## src/rtl/ksa_pg_stage.sv

```systemverilog
// ksa_pg_stage: registered propagate/generate pre-stage for a Kogge-Stone adder,
// valid/ready on both sides with a two-entry skid so in_ready never depends on out_ready.
module ksa_pg_stage #(
    parameter int WIDTH = 16
) (
    input  logic             clk,
    input  logic             rst_n,
    input  logic             in_valid,
    output logic             in_ready,
    input  logic [WIDTH-1:0] a,
    input  logic [WIDTH-1:0] b,
    input  logic             cin,
    output logic             out_valid,
    input  logic             out_ready,
    output logic [WIDTH-1:0] p_out,
    output logic [WIDTH-1:0] g_out,
    output logic             cin_out
);
    localparam int BW = 2 * WIDTH + 1;

    logic [BW-1:0] main_q, main_d, skid_q, skid_d, in_beat;
    logic          main_v_q, main_v_d, skid_v_q, skid_v_d;
    logic          accept, load;

    assign in_beat = {a ^ b, a & b, cin};
    assign accept  = in_valid && !skid_v_q;
    assign load    = !main_v_q || out_ready;

    always_comb begin
        main_d   = main_q;
        main_v_d = main_v_q;
        skid_d   = skid_q;
        skid_v_d = skid_v_q;
        if (load) begin
            if (skid_v_q) begin
                main_d   = skid_q;
                main_v_d = 1'b1;
                skid_v_d = 1'b0;
            end else begin
                main_v_d = accept;
                main_d   = accept ? in_beat : main_q;
            end
        end else if (accept) begin
            // main is stalled, so the new beat parks in the skid
            skid_d   = in_beat;
            skid_v_d = 1'b1;
        end
    end

    always_ff @(posedge clk or negedge rst_n) begin
        if (!rst_n) begin
            main_q   <= '0;
            main_v_q <= 1'b0;
            skid_q   <= '0;
            skid_v_q <= 1'b0;
        end else begin
            main_q   <= main_d;
            main_v_q <= main_v_d;
            skid_q   <= skid_d;
            skid_v_q <= skid_v_d;
        end
    end

    assign in_ready  = !skid_v_q;
    assign out_valid = main_v_q;
    assign p_out     = main_q[BW-1 -: WIDTH];
    assign g_out     = main_q[WIDTH -: WIDTH];
    assign cin_out   = main_q[0];
endmodule

```

## config.mk

```make
export PLATFORM = sky130hd
export DESIGN_NAME = ksa_pg_stage
export DESIGN_NICKNAME = d
export VERILOG_FILES = /design/src/rtl/ksa_pg_stage.sv
export SDC_FILE = /design/constraint.sdc
export NUM_CORES = 1
export LEC_CHECK = 0
export BUFFER_PORTS_ARGS = -buffer_cell sky130_fd_sc_hd__buf_4
export CAP_MARGIN = 20
export CORE_MARGIN = 4
export CORE_UTILIZATION = 58
export DETAILED_ROUTE_END_ITERATION = 7
export GPL_TIMING_DRIVEN = 0
export PLACE_DENSITY = 0.85
export SLEW_MARGIN = 20
export SYNTH_ARGS = -nofsm -noshare
export SYNTH_HDL_FRONTEND = slang
export SYNTH_SLANG_ARGS = --single-unit
```

## constraint.sdc

```tcl
create_clock -name clk -period 4.55 [get_ports clk]
set_clock_uncertainty 0.1 [all_clocks]
set_input_delay 0.2275 -clock clk [delete_from_list [all_inputs] [get_ports clk]]
set_output_delay 0.2275 -clock clk [all_outputs]
set_load 0.02 [all_outputs]
```

==> results, run 1 <==
- The run finished with clean final reports.
- The period utilization is 39.1%.
- The power per cell area is 444 mW/mm^2.
- The number of antenna violations at the first check in global routing is 0.
- The final routed wire length divided by cell count is 16.9 microns.
- The count of pins over their slew limit is 0.
- The maximum number of pins on one net before global-route repair is 69.
- The post-layout instance area is 0.00399 sq mm.
- The count of filler cells inserted in the layout is 346.
- Sorting the synthesized cells by area gives the leading types as sky130_fd_sc_hd__dfrtp_1 54%, sky130_fd_sc_hd__mux2_2 35%, sky130_fd_sc_hd__ha_1 6.3%.
- The final hold violation count is 0.
- The global-route wire length before repair is 9.49 mm.
- Sequential cells were found to cover 53.6% of the synthesized design area.
- The violation count after the first detailed-route iteration is 51.
- The critical path in this run is classified as in2reg.
- The maximum fanout encountered on the critical timing path is 10.
- At the end of routability-driven placement, the weighted congestion stood at 0.722.
- The number of distinct library cell variants in the gate-level netlist after synthesis is 12.
- The cell count after placement is 342.
- For this block, the via count after detailed routing is 1885.
- The via count of the first global-routing pass is 2001.
- The CTS root buffer is sky130_fd_sc_hd__clkbuf_8.
- After the last flow step, the layout net total stands at 338.
- During synthesis, Yosys emitted a total of 0 warnings.
- The worst path arrival time is 1.90 ns.
- Pin placement for this block handled 72 I/O pins.
- The top cell type by area accounts for 53.6% of the synthesized area.
- The critical path required time is 4.67 ns.
- In this run the horizontal extent of the chip is 82.0 microns.
- Combinational logic burns 29.0% of the power.
- The detailed-router iteration count before antenna repair is 4.
- STA classifies the critical path endpoint as a register.
- TritonCTS built the clock tree.
- Of all cell types, the one taking the most synthesized area is sky130_fd_sc_hd__dfrtp_1.
- From bottom edge to top edge, the die measures 82.0 microns.
- The flip-flop and latch count after synthesis is 68.
- The worst relative slew slack is 44.0%.
- The count of endpoints failing setup in the final report is 0.
- The share of total power dissipated in the clock network is 24.6%.
- During placement, the flow inserted port buffers numbering 71.
- The ratio of cells with drive above 1 in the final layout is 68.2%.
- The smallest clock period supported by the final layout is computed as 1.78 ns.
- The post-layout instance count excluding filler cells is 359.
- The tool flagged a number of max-cap violations equal to 0.
- The kind of start point of the critical path is an input port.
- The via density per instance is 5.25.
- VDD sags by at most 0.430 mV.
- In the final timing run, aggregate negative setup slack is 0 ns.
- At the pin with the least slew margin, the transition time is 0.840 ns.
- The utilization after layout is 76.6%.
- Timing would allow up to 562 MHz.
- At the later pin of the worst-skew pair, clock insertion delay measures 0.34 ns.
- The post-synthesis instance area is 0.00318 sq mm.
- The H-tree depth is 3.
- The leakage power summed over all cells is 1.91 nW.
- The share of total power dissipated in sequential elements is 46.4%.
- Cell internal power was estimated by the tool at 0.00126 W.
- The area of placed instances is 0.00380 sq mm.
- The detailed-route wire length is 6.08 mm.
- After detailed routing, the number of remaining DRC violations is 0.
- For this run, the leading register cell type out of synthesis is sky130_fd_sc_hd__dfrtp_1.
- The antenna diode count is 0.
- Counting flops with a built-in enable in the synthesized netlist gives 0.
- The worst min-delay path category is in2reg.
- sky130_fd_sc_hd__mux2_2 is the most common cell in the netlist.
- The total area inside the core boundary comes to 0.00520 sq mm.
- Buffers inserted during clock tree synthesis total 9.
- For this design, the sink count on the clock tree is 68.
- In this run the remaining antenna-violating nets after routing total 0.
- Compared with the post-synthesis result, the final layout area differs by 25.5%.
- The post-synthesis net count is 254.
- Counting flops with an async set or reset pin after synthesis yields a share of 100%.
- The total congestion overflow after global routing is 0.
- Setup repair after global routing left no endpoint under its margin.
- Synthesis produced a netlist whose cell count is 201.
- In the synthesized netlist, the cells that appear most often are 99 x sky130_fd_sc_hd__mux2_2, 68 x sky130_fd_sc_hd__dfrtp_1, 16 x sky130_fd_sc_hd__ha_1.
- No sink is reached through more buffers than the 2 on the longest clock path.
- The die covers 0.00673 sq mm.
- Detailed placement ended at an HPWL of 4.25 mm.
- The initial utilization of the core area, before any placement, comes to 61.0%.
- The global router's overall resource usage is 19.5%.
- After floorplanning, the core was divided into 26 placement rows.
- The CTS clock-pin slew for the worst setup and hold paths is 0.07 ns.
- Net switching is 29.1% of the power.
- The switching power is 0.000515 W.
- The mean area per synthesized cell is 15.8 sq um.
==> layout make-up <==
type	instances	area, sq um	share of cell area [%]
Inverter	1	3.75	0.0942
Timing Repair Buffer	73	553	13.9
Clock buffer	13	159	3.99
Multi-Input combinational cell	121	1370	34.4
Buffer	11	98.8	2.48
Clock inverter	2	10.0	0.251
Tap cell	70	87.6	2.20
Sequential cell	68	1700	42.7
==> critical path: stages <==
cell and delay, ns:
sky130_fd_sc_hd__dlygate4sd3_1 0.54, sky130_fd_sc_hd__buf_4 0.13, sky130_fd_sc_hd__nor3b_4 0.41, sky130_fd_sc_hd__buf_6 0.24, sky130_fd_sc_hd__mux2_2 0.35
==> cells in the final DEF (no fill, tap or decap), drive strengths merged <==
cell,netlist,routed
mux2,99,99
clkbuf,0,13
buf,11,82
nand2,1,1
ha,16,16
nor2,2,2
dlygate4sd3,0,2
nor3b,1,1
nand2b,1,1
clkinv,0,2
inv,1,1
dfrtp,68,68
nor2b,1,1
==> per-layer routing <==
metal	share of wire (%)	GRT usage (%)	vias up	wire length [microns]
li1	-	-	896	-
met4	1.9	8.97	0	118
met2	49	32.1	46	3000
met5	0	0	-	0
met1	43	24.0	935	2640
met3	5.2	5.15	8	318
==> state kept, by name (all words and copies together) (netlist names) <==
| register | cells |
|---|---|
| skid_q | 33 |
| main_q | 33 |
| skid_v_q | 1 |
| out_valid | 1 |
==> logic make-up after synthesis <==
group / count (synthesis) / synth area share (%)
adders and majority gates: 16 / 6.30
buffers and inverters: 12 / 3.23
DFF: 68 / 53.6
muxes: 99 / 35.1
and+or+nand+nor: 6 / 1.81
==> through the flow <==
step	hold WS (ns)	setup slack [ns]	power, W
after detailed placement	0.287	2.78	0.00135
after global placement	0.292	2.83	0.00133
after global routing	0.0227	2.73	0.00186
after floorplan	-0.168	2.92	0.00113
after CTS	0.0244	2.76	0.00179
final	0.0324	2.77	0.00177
==> worst paths after layout <==
kind                                 from    endpoint  slack [ns]  depth (start not counted)
worst max-delay path             in_valid  skid_q[10]        2.77                          5
worst min-delay path                  cin   skid_q[0]        0.03                          2
worst max register to register   skid_v_q  skid_q[10]        2.79                          4
worst min register to register  skid_q[7]   skid_q[7]        0.40                          1
max in group asynchronous           rst_n  skid_q[20]        3.36                          2
min in group asynchronous           rst_n   skid_q[3]        0.43                          2
==> what timing repair did <==
action,4_1_cts,5_1_grt
buffers inserted,0,0
endpoints found under the hold margin,69,0
hold buffers,2,0
gates resized for setup,0,0
==> power groups by stage <==
stage          clock, W  sequential, W  combinational (W)
6_report       0.000435       0.000822           0.000514
2_1_floorplan         0       0.000905           0.000229
3_5_place_dp          0       0.000832           0.000519
5_1_grt        0.000467       0.000838           0.000553
4_1_cts        0.000442       0.000822           0.000523
3_3_place_gp          0       0.000822           0.000508
Note: power is estimated with default switching activity, not from simulation.
==> run 2: changes to the inputs <==
--- a/config.mk
+++ b/config.mk
@@ -8,10 +8,10 @@
 export BUFFER_PORTS_ARGS = -buffer_cell sky130_fd_sc_hd__buf_4
 export CAP_MARGIN = 20
 export CORE_MARGIN = 4
-export CORE_UTILIZATION = 58
+export CORE_UTILIZATION = 54
 export DETAILED_ROUTE_END_ITERATION = 7
 export GPL_TIMING_DRIVEN = 0
-export PLACE_DENSITY = 0.85
+export PLACE_DENSITY = 0.8
 export SLEW_MARGIN = 20
 export SYNTH_ARGS = -nofsm -noshare
 export SYNTH_HDL_FRONTEND = slang
==> constraint.sdc (replaced) <==
create_clock -name clk -period 1.9 [get_ports clk]
set_clock_uncertainty 0.1 [all_clocks]
set_input_delay 0.095 -clock clk [delete_from_list [all_inputs] [get_ports clk]]
set_output_delay 0.095 -clock clk [all_outputs]
set_load 0.02 [all_outputs]
==> results, run 2 (synthesis results as in run 1) <==
- Result of the run: finished, final reports clean (unchanged).
- The top-level I/O count is 72 (unchanged).
- The count of endpoints failing setup in the final report is 0 (unchanged).
- The area of the core region came to 0.00561 sq mm (was 0.00520 sq mm).
- The violation count after the first detailed-route iteration is 51 (unchanged).
- The highest cell delay on the worst timing path is 0.54 ns (about the same).
- The capturing element type of the critical path was a register (unchanged).
- The switching power is 0.00121 W (was 0.000515 W).
- The global-route wire length before repair came to 10.3 mm (was 9.49 mm).
- The power consumption was 0.00415 W (was 0.00177 W).
- The weighted congestion reported at the end of routability-driven placement is 0.684 (was 0.722).
- The number of antenna violations at the first check in global routing is 0 (unchanged).
- The total congestion overflow after global routing was 0 (unchanged).
- The clock insertion delay at the later pin of the skew report is 0.33 ns (was 0.34 ns).
- The number of instances resized during post-cts repair was 0 (unchanged).
- Setup repair after global routing missed its margin: false (unchanged).
- The count of buffering cells on the critical path with inverters included is 3 (unchanged).
- The minimum period implied by the final worst setup slack is 1.79 ns.
- Commonest non-fill, non-tap cells in the layout: 99 x sky130_fd_sc_hd__mux2_2, 71 x sky130_fd_sc_hd__buf_4, 68 x sky130_fd_sc_hd__dfrtp_1 (unchanged).
- The sum of net half-perimeters after detailed placement is 4.35 mm (was 4.25 mm).
- The standard-cell row count was 27 (was 26).
- The detailed-router iteration count before antenna repair is 3 (was 4).
- The worst path arrival time is 1.90 ns (about the same).
- The TritonCTS clock tree is built (unchanged).
- The final hold violation count is 0 (unchanged).
- The die extent in y is 84.7 microns (was 82.0 microns).
- The category of the critical setup timing path is in2reg (unchanged).
- The via count of the first global-routing pass is 2101 (was 2001).
- The maximum number of pins on one net before global-route repair is 69 (unchanged).
- The fraction of power spent switching nets is 29.2% (was 29.1%).
- The peak supply drop is 0.697 mV (was 0.430 mV).
- The met1 usage in global routing is 23.2% (was 24.0%).
- The detailed-route wire length is 6.05 mm (was 6.08 mm).
- The part of the power in registers was 47.2% (was 46.4%).
- The critical path required time is 2.01 ns (was 4.67 ns).
- The leakage power summed over all cells is 1.91 nW (about the same).
- The CTS clock-pin slew for the worst setup and hold paths is 0.07 ns (about the same).
- Leading registers by flop count: main_q: 33 flops, skid_q: 33 flops (unchanged).
- The clock power share was 23.0% (was 24.6%).
- The period utilization is 94.2%.
- The count of clock tree sinks came to 68 (unchanged).
- The slowest stage cell on the critical path is sky130_fd_sc_hd__dlygate4sd3_1 (unchanged).
- The most congested layer reported by global routing is met2 (unchanged).
- The total negative slack came to 0 ns (unchanged).
- The H-tree depth is 3 (unchanged).
- The worst-case setup margin in the final layout is 0.110 ns (was 2.77 ns).
- The count of pins over their slew limit came to 0 (unchanged).
- The antenna diode count is 0 (unchanged).
- The die outline area came to 0.00717 sq mm (was 0.00673 sq mm).
- The max-capacitance violation count is 0 (unchanged).
- The worst slack at placement was 0.181 ns (was 2.78 ns).
- The kind of start point of the critical path is an input port (unchanged).
- The ratio of cells with drive above 1 in the final layout is 67.1% (was 68.2%).
- The portion of total power attributed to combinational logic is 29.8% (was 29.0%).
- The maximum clock rate is 559 MHz.
- The total number of vias is 1895 (was 1885).
- The maximum fanout encountered on the critical timing path was 10 (unchanged).
- The global router's overall resource usage was 18.5% (was 19.5%).
- The met3 usage in global routing is 4.51% (was 5.15%).
- The total setup buffers inserted after CTS is 0 (unchanged).
- The met2 usage in global routing is 30.6% (was 32.1%).
- The power per cell area came to 1040 mW/mm^2 (was 444 mW/mm^2).
- The worst relative slew slack is 44.2% (was 44.0%).
- Worst-path cell chain: dlygate4sd3_1, buf_4, nand2b_4, nor3b_4, buf_6, mux2_2 (was dlygate4sd3_1, buf_4, nor3b_4, buf_6, mux2_2).
- The kind of cell adding the most delay to the critical path is buffers and inverters (unchanged).
- The CTS root buffer is sky130_fd_sc_hd__clkbuf_8 (unchanged).
- The die span in x was 84.7 microns (was 82.0 microns).
- The design internal power is 0.00294 W (was 0.00126 W).
- The final net count was 341 (was 338).
- The effective utilization at floorplan is 56.6% (was 61.0%).
- The post-synthesis to final-layout area growth was 25.9% (was 25.5%).
- The final routed wire length divided by cell count is 16.6 microns (was 16.9 microns).
- The via density per instance is 5.21 (was 5.25).
- The number of nets with antenna violations after detailed routing came to 0 (unchanged).
- The transition time of the tightest slew-check pin was 0.836 ns (was 0.840 ns).
- The commonest non-fill, non-tap cell in the layout is sky130_fd_sc_hd__mux2_2 (unchanged).
- The count of buffers from port buffering came to 71 (unchanged).
- The clock tree buffer depth is 2 (unchanged).
- The number of remaining DRC errors was 0 (unchanged).
- The worst min-delay path category is in2reg (unchanged).
- The number of CTS-inserted buffers is 9 (unchanged).
[run 2: layout make-up]
type | count | area (sq um)
buffer | 11 | 98.8
clock buffer | 12 | 135
clock inverter | 3 | 15.0
fill | 427 | 1610
inverter | 1 | 3.75
multi-input combinational | 121 | 1370
sequential | 68 | 1700
tap | 72 | 90.1
timing repair buffer | 76 | 583
[run 2: power groups by stage]
stage                     registers, W  logic [W]  clock network, W
after floorplan                0.00217   0.000549                 0
after global placement         0.00197    0.00122                 0
after detailed placement       0.00199    0.00125                 0
after CTS                      0.00196    0.00126          0.000990
after global routing           0.00200    0.00134           0.00106
final                          0.00196    0.00124          0.000955
[run 2: stage by stage]
| stage | hold WS, ns | std cells | util, % | instance area [sq um] |
|---|---|---|---|---|
| after floorplan | -0.301 | 201 | - | 3180 |
| after global placement | 0.164 | 344 | 67.8 | 3800 |
| after detailed placement | 0.155 | 344 | 67.8 | 3800 |
| after CTS | 0.0116 | 364 | 71.3 | 4000 |
| after global routing | 0.0332 | 364 | 71.3 | 4000 |
| final | 0.0296 | 364 | 71.3 | 4000 |
[run 2: worst reg2reg max path, delay by kind of cell (launching register included)]
kind,cells,cell delay (ns)
flops,1,0.38
simple gates,1,0.38
buf+inv,2,0.38
mux,1,0.35
[run 2: final timing paths]
path	to	start	slack [ns]	depth (start not counted)
max	skid_q[3]	out_ready	0.11	6
min	skid_q[18]	b[1]	0.03	3
max reg2reg	skid_q[3]	skid_v_q	0.19	4
min reg2reg	skid_q[27]	skid_q[27]	0.40	1
max in group asynchronous	skid_q[22]	rst_n	0.83	2
min in group asynchronous	skid_q[5]	rst_n	0.31	2
[run 2: repair_timing]
item,4_1_cts,5_1_grt
hold buffers,5,0
endpoints found under the setup margin,0,0
hold endpoints to repair,71,0
[run 2: routing by layer]
layer / part of all wire (%) / wire length, microns / vias up
li1: - / - / 899
met1: 43 / 2580 / 933
met2: 50 / 3010 / 51
met3: 5.6 / 341 / 12
met4: 1.9 / 114 / 0
met5: 0 / 0 / -
